<file path="src/rtl/spi_reg_bank_pkg.sv">
// rtl/spi_reg_bank_pkg.sv - shared address map constants and FSM state type for spi_reg_bank
package spi_reg_bank_pkg;

  // Fixed-function register addresses; CTRL occupies 0x00 up to CTRL_SPAN-1 at most
  localparam int unsigned CTRL_SPAN   = 32'h40;
  localparam int unsigned ADDR_STATUS = 32'h40;
  localparam int unsigned ADDR_EVENT  = 32'h41;
  localparam int unsigned ADDR_MASK   = 32'h42;
  localparam int unsigned ADDR_ERRCNT = 32'h43;
  localparam int unsigned ADDR_ID     = 32'h7F;

  // Transaction tracking: waiting for header, header seen, write already committed
  typedef enum logic [1:0] {
    IDLE = 2'd0,
    HDR  = 2'd1,
    DONE = 2'd2
  } rb_state_t;

endpackage

</file>
<file path="src/rtl/spi_edge_det.sv">
// rtl/spi_edge_det.sv - 1-bit level to registered rise/fall pulse detector
module spi_edge_det (
  input  logic clk,
  input  logic reset_n,
  input  logic i_d,
  output logic o_rise,
  output logic o_fall
);

  logic r_d;
  logic r_rise;
  logic r_fall;

  // Delay the level one cycle and register the rise/fall pulses derived from it
  always_ff @(posedge clk or negedge reset_n) begin
    if (!reset_n) begin
      r_d    <= 1'b0;
      r_rise <= 1'b0;
      r_fall <= 1'b0;
    end else begin
      r_d    <= i_d;
      r_rise <= i_d & ~r_d;
      r_fall <= ~i_d & r_d;
    end
  end

  assign o_rise = r_rise;
  assign o_fall = r_fall;

endmodule

</file>
<file path="src/rtl/spi_reg_bank.sv">
// rtl/spi_reg_bank.sv - SPI slave register bank (CTRL/STATUS/EVENT/MASK/ID); SPI_REG_BANK_ERRCNT_EN adds the 0x43 error counter
module spi_reg_bank
  import spi_reg_bank_pkg::*;
#(
  parameter int                  ADDRSZ   = 7,
  parameter int                  PAYLOAD  = 8,
  parameter int                  NREGS    = 8,
  parameter logic [PAYLOAD-1:0]  ID_VALUE = 8'hA5
) (
  input  logic                       clk,
  input  logic                       reset_n,
  input  logic [ADDRSZ-1:0]          addr,
  input  logic                       addr_dv,
  input  logic [PAYLOAD-1:0]         rx_d,
  input  logic                       rxdv,
  input  logic                       rxer,
  output logic [PAYLOAD-1:0]         tx_d,
  input  logic [PAYLOAD-1:0]         status_i,
  input  logic [PAYLOAD-1:0]         event_i,
  output logic [NREGS*PAYLOAD-1:0]   ctrl_o,
  output logic                       wr_pulse_o,
  output logic [ADDRSZ-1:0]          wr_addr_o,
  output logic                       irq_o
);

  rb_state_t          r_state;
  logic [ADDRSZ-1:0]  r_addr_q;
  logic               r_wr_pulse;
  logic [ADDRSZ-1:0]  r_wr_addr;
  logic               r_irq;
  logic [PAYLOAD-1:0] r_ctrl [NREGS];
  logic [PAYLOAD-1:0] r_event;
  logic [PAYLOAD-1:0] r_mask;

  logic               w_addr_rise;
  logic               w_addr_fall;
  logic               w_rxdv_rise;
  logic               w_rxdv_fall;
  logic               w_rxer_rise;
  logic               w_rxer_fall;

  logic [31:0]        w_addr_u;
  logic [31:0]        w_q_u;
  logic [PAYLOAD-1:0] w_rd_val;
  logic               w_commit;
  logic               w_hit_ctrl;
  logic               w_hit_event;
  logic               w_hit_mask;
  logic               w_hit_errcnt;
  logic               w_illegal;
  logic [PAYLOAD-1:0] w_clr;

`ifdef SPI_REG_BANK_ERRCNT_EN
  logic [7:0]         r_errcnt;
  logic               w_err_inc;
`endif

  spi_edge_det u_addr_edge (
    .clk     (clk),
    .reset_n (reset_n),
    .i_d     (addr_dv),
    .o_rise  (w_addr_rise),
    .o_fall  (w_addr_fall)
  );

  spi_edge_det u_rxdv_edge (
    .clk     (clk),
    .reset_n (reset_n),
    .i_d     (rxdv),
    .o_rise  (w_rxdv_rise),
    .o_fall  (w_rxdv_fall)
  );

  spi_edge_det u_rxer_edge (
    .clk     (clk),
    .reset_n (reset_n),
    .i_d     (rxer),
    .o_rise  (w_rxer_rise),
    .o_fall  (w_rxer_fall)
  );

  // Read mux on the live header address; only consumed on an addr_dv rise
  always_comb begin
    w_addr_u = 32'(addr);
    w_rd_val = '0;
    for (int n = 0; n < NREGS; n++) begin
      if (w_addr_u == 32'(n)) w_rd_val = r_ctrl[n];
    end
    case (w_addr_u)
      ADDR_STATUS: w_rd_val = status_i;
      ADDR_EVENT:  w_rd_val = r_event;
      ADDR_MASK:   w_rd_val = r_mask;
`ifdef SPI_REG_BANK_ERRCNT_EN
      ADDR_ERRCNT: w_rd_val = PAYLOAD'(r_errcnt);
`endif
      ADDR_ID:     w_rd_val = ID_VALUE;
      default:     ;
    endcase
  end

  // Write decode against the latched header address
  always_comb begin
    w_q_u       = 32'(r_addr_q);
    w_commit    = (r_state == HDR) && w_rxdv_rise;
    w_hit_ctrl  = (w_q_u < 32'(NREGS)) && (w_q_u < CTRL_SPAN);
    w_hit_event = (w_q_u == ADDR_EVENT);
    w_hit_mask  = (w_q_u == ADDR_MASK);
`ifdef SPI_REG_BANK_ERRCNT_EN
    w_hit_errcnt = (w_q_u == ADDR_ERRCNT);
`else
    w_hit_errcnt = 1'b0;
`endif
    w_illegal   = !(w_hit_ctrl || w_hit_event || w_hit_mask || w_hit_errcnt);
    w_clr       = (w_commit && w_hit_event) ? rx_d : '0;
  end

  // Transaction FSM: latch header and read data, commit at most one write per header
  always_ff @(posedge clk or negedge reset_n) begin
    if (!reset_n) begin
      r_state    <= IDLE;
      r_addr_q   <= '0;
      tx_d       <= '0;
      r_wr_pulse <= 1'b0;
      r_wr_addr  <= '0;
    end else begin
      r_wr_pulse <= 1'b0;
      case (r_state)
        IDLE: begin
          if (w_addr_rise) begin
            r_addr_q <= addr;
            tx_d     <= w_rd_val;
            r_state  <= HDR;
          end
        end
        HDR: begin
          if (w_rxdv_rise) begin
            r_wr_pulse <= 1'b1;
            r_wr_addr  <= r_addr_q;
            r_state    <= w_addr_fall ? IDLE : DONE;
          end else if (w_addr_fall) begin
            r_state <= IDLE;
          end
        end
        DONE: begin
          if (w_addr_fall) r_state <= IDLE;
        end
        default: r_state <= IDLE;
      endcase
    end
  end

  // CTRL/MASK loads and sticky EVENT bits; a same-cycle event set beats a W1C clear
  always_ff @(posedge clk or negedge reset_n) begin
    if (!reset_n) begin
      for (int n = 0; n < NREGS; n++) r_ctrl[n] <= '0;
      r_mask  <= '0;
      r_event <= '0;
    end else begin
      r_event <= (r_event & ~w_clr) | event_i;
      if (w_commit) begin
        for (int n = 0; n < NREGS; n++) begin
          if (w_hit_ctrl && (w_q_u == 32'(n))) r_ctrl[n] <= rx_d;
        end
        if (w_hit_mask) r_mask <= rx_d;
      end
    end
  end

  // Interrupt follows the masked sticky events one cycle later
  always_ff @(posedge clk or negedge reset_n) begin
    if (!reset_n) r_irq <= 1'b0;
    else          r_irq <= |(r_event & r_mask);
  end

`ifdef SPI_REG_BANK_ERRCNT_EN
  assign w_err_inc = w_rxer_rise | (w_commit & w_illegal) | ((r_state == IDLE) & w_rxdv_rise);

  // Saturating error counter; a write to it clears, coincident error sources count once
  always_ff @(posedge clk or negedge reset_n) begin
    if (!reset_n)                           r_errcnt <= 8'h00;
    else if (w_commit && w_hit_errcnt)      r_errcnt <= 8'h00;
    else if (w_err_inc && r_errcnt != 8'hFF) r_errcnt <= r_errcnt + 8'h01;
  end
`endif

  for (genvar g = 0; g < NREGS; g++) begin : g_ctrl
    assign ctrl_o[g*PAYLOAD +: PAYLOAD] = r_ctrl[g];
  end

  assign wr_pulse_o = r_wr_pulse;
  assign wr_addr_o  = r_wr_addr;
  assign irq_o      = r_irq;

endmodule

</file>
<file path="config.mk">
export PLATFORM = sky130hd
export DESIGN_NAME = spi_reg_bank
export DESIGN_NICKNAME = d
export VERILOG_FILES = /design/src/rtl/spi_reg_bank_pkg.sv /design/src/rtl/spi_edge_det.sv /design/src/rtl/spi_reg_bank.sv
export SDC_FILE = /design/constraint.sdc
export NUM_CORES = 1
export LEC_CHECK = 0
export CELL_PAD_IN_SITES_DETAIL_PLACEMENT = 0
export CELL_PAD_IN_SITES_GLOBAL_PLACEMENT = 1
export CORE_UTILIZATION = 40
export DETAILED_ROUTE_END_ITERATION = 10
export PLACE_DENSITY_LB_ADDON = 0.1
export SLEW_MARGIN = 20
export SYNTH_ARGS = -nofsm -noshare
export SYNTH_HDL_FRONTEND = slang
export SYNTH_SLANG_ARGS = --single-unit
</file>
<file path="constraint.sdc">
create_clock -name clk -period 2.7 [get_ports clk]
set_input_delay 0.54 -clock clk [delete_from_list [all_inputs] [get_ports clk]]
set_output_delay 0.54 -clock clk [all_outputs]
set_load 0.02 [all_outputs]
</file>
==> qor.csv <==
metric,value,unit
final setup violation count,0,
fin crit share,85.5,%
CTS tree,done,
Worst Clk Skew,0.00756,ns
Max IR drop VDD,0.488,mV
largest net degree at the start of global routing,56,
hold slack,0.250,ns
mean post-synth cell area,13.0,sq um
Ports,117,
worst-path maximum fanout,10,
Seq cells post-synth,111,
area share of the largest cell type after synthesis,53.7,%
startpoint types,flop,
Post-synth top cells,"dfrtp_1, mux2_2, nand2_1, mux2i_1, nor2_1",
Final Core Density,55.1,%
post-synth top area cell,dfrtp_1,
HP Class,input pin to asynchronous set/reset pin,
GRT Util Overall,21.9,%
fillers,1150,
core area,0.0126,sq mm
Cell Pwr Density,715,mW/mm^2
Tmin final,2.31,ns
Slew headroom,49.6,%
worst-case reg-to-reg path depth,5,
worst slew pin tran,0.756,ns
per-cell routed wire length,19.6,um
clk slew on worst S/H paths,0.07,ns
"count leader, synth",dfrtp_1,
fmax,433,MHz
CTS root buf,clkbuf_16,
run status,completed,
share of cells above drive strength 1,28.0,%
Resize count post-CTS,0,
Mapped Area,0.00518,sq mm
Post-synth EDFFs,0,
Syn. warnings,0,
Main synth FF type,dfrtp_1,
CP Data Required Time,2.94,ns
vias in the first global route,3770,
R2R Path Start,r_state[1],
DP HPWL,9750,um
clk sinks,111,
Die ar.,0.0134,sq mm
Max Cap Viol,0,
# DRC,0,
final hold vios,0,
Die Height,116,um
via count,3697,
DRT Pass-1 Iters,4,
Finished Cell Area,0.00695,sq mm
Mapped Cells,398,
"top cells by area, synth","dfrtp_1, mux2_2, mux2i_1",
number of CTS-inserted buffers,9,
cell row count,41,
sequential fraction of the synthesis area,53.7,%
GPL Wtd Cong,0.823,
Reg2Reg Setup Slack,0.39,ns
first-pass GRT wire length,21400,um
Post-synth ARST share,100,%
RSZ-0062 raised after global routing,false,
overflow left after global routing,0,
worst-skew pair later-pin latency,0.35,ns
syn_nets,434,
crit path DAT,2.55,ns
final setup TNS,0,ns
Iteration-0 DRC Markers,172,
CTS max path bufs,2,
nets,556,
Die Width,116,um
DRT antenna net count,0,
cts hold-fix bufs,0,
area grow syn2layout,34.3,%
aggregate routed wire length,13700,um
DP Area,0.00662,sq mm
post-synth cell types,46,
antenna cell count,0,
initial antenna violation count,0,
Post-CTS Setup Inserts,0,
Port-buffer cells,115,
vias per inst,5.30,
Slew Limit Fails,0,
Leak,2.85,nW
H-tree depth,3,
critical path class,flop to flop,
Initial Util,41.0,%
CP Capture Type,flop,
crit path launch,r_state[1],
==> metrics by stage <==
stage,worst slack [ns],cells,power (W)
6_report,0.391,697,0.00497
5_1_grt,0.288,697,0.00521
4_1_cts,0.372,697,0.00504
3_5_place_dp,0.118,681,0.00356
3_3_place_gp,0.129,681,0.00354
2_1_floorplan,0.579,398,0.00287
==> metal layers <==
metal	GRT usage, %	routed length, um	vias to the layer above
met1	30.2	6280	1881
met3	4.76	793	8
met4	5.38	137	0
met5	0	0	-
met2	35.3	6460	106
li1	-	-	1702
==> worst max-delay path: stages, from the launching register on <==
cell	delay, ns
dfrtp_1	0.42
nand3b_4	0.24
or4_4	0.50
nor3b_4	0.32
and3_4	0.38
mux2_4	0.32
==> worst paths after layout <==
check,end
max,ctrl_o[61]
min,wr_addr_o[4]
max reg2reg,ctrl_o[61]
min reg2reg,u_rxdv_edge.o_rise
max in group asynchronous,ctrl_o[11]
min in group clk,u_rxdv_edge.o_rise
==> cell type report <==
class	instances	area, sq um	area share, %
clock buffer	10	239	3.44
clock inverter	6	91.3	1.31
inverter	5	18.8	0.270
multi-input combinational	258	2260	32.6
sequential	111	2780	40.0
tap	172	215	3.10
timing repair buffer	135	1340	19.3
==> flip-flops by register name, indices dropped and copies added, names as in the netlist, 2 cells and up <==
name	flops
r_state	2
ctrl_o	64
r_addr_q	7
tx_d	8
wr_addr_o	7
r_event	8
r_mask	8
==> report_power, final <==
part	total (W)	internal (W)	switching (W)
logic	0.00134	0.000720	0.000619
clock network	0.00145	0.000845	0.000607
registers	0.00218	0.00194	0.000239
==> layout by cell type (no fill, tap or decap), types with 2 or more instances in the layout <==
cell type        count
a21o_1               8
a21oi_1             12
a22oi_1              4
a311oi_1             4
a31o_2               2
a31oi_1              3
buf_12               4
buf_4               17
bufinv_16            2
clkbuf_16            9
clkdlybuf4s50_1    113
dfrtp_1            111
inv_1                4
inv_6                2
mux2_2              76
mux2_4               8
mux2i_1             19
mux4_2               8
nand2_1             20
nand2_2              6
nand2b_1             4
nand3_1              5
nand3b_1             4
nand4_1              4
nor2_1              19
nor2b_1              8
nor3_1               6
nor4_1               3
o2111ai_1            3
o211ai_1             7
o21ai_0              8
==> cells by family (layout without fill, tap and decap cells) <==
logic type,Yosys count,in the layout,synth area share (%)
simple gates,89,89,9.84
flops,111,111,53.7
mux,111,111,26.0
compound gates,58,58,7.78
buf+inv,29,156,2.71
No activity file was read; power rests on OpenSTA's default activity.
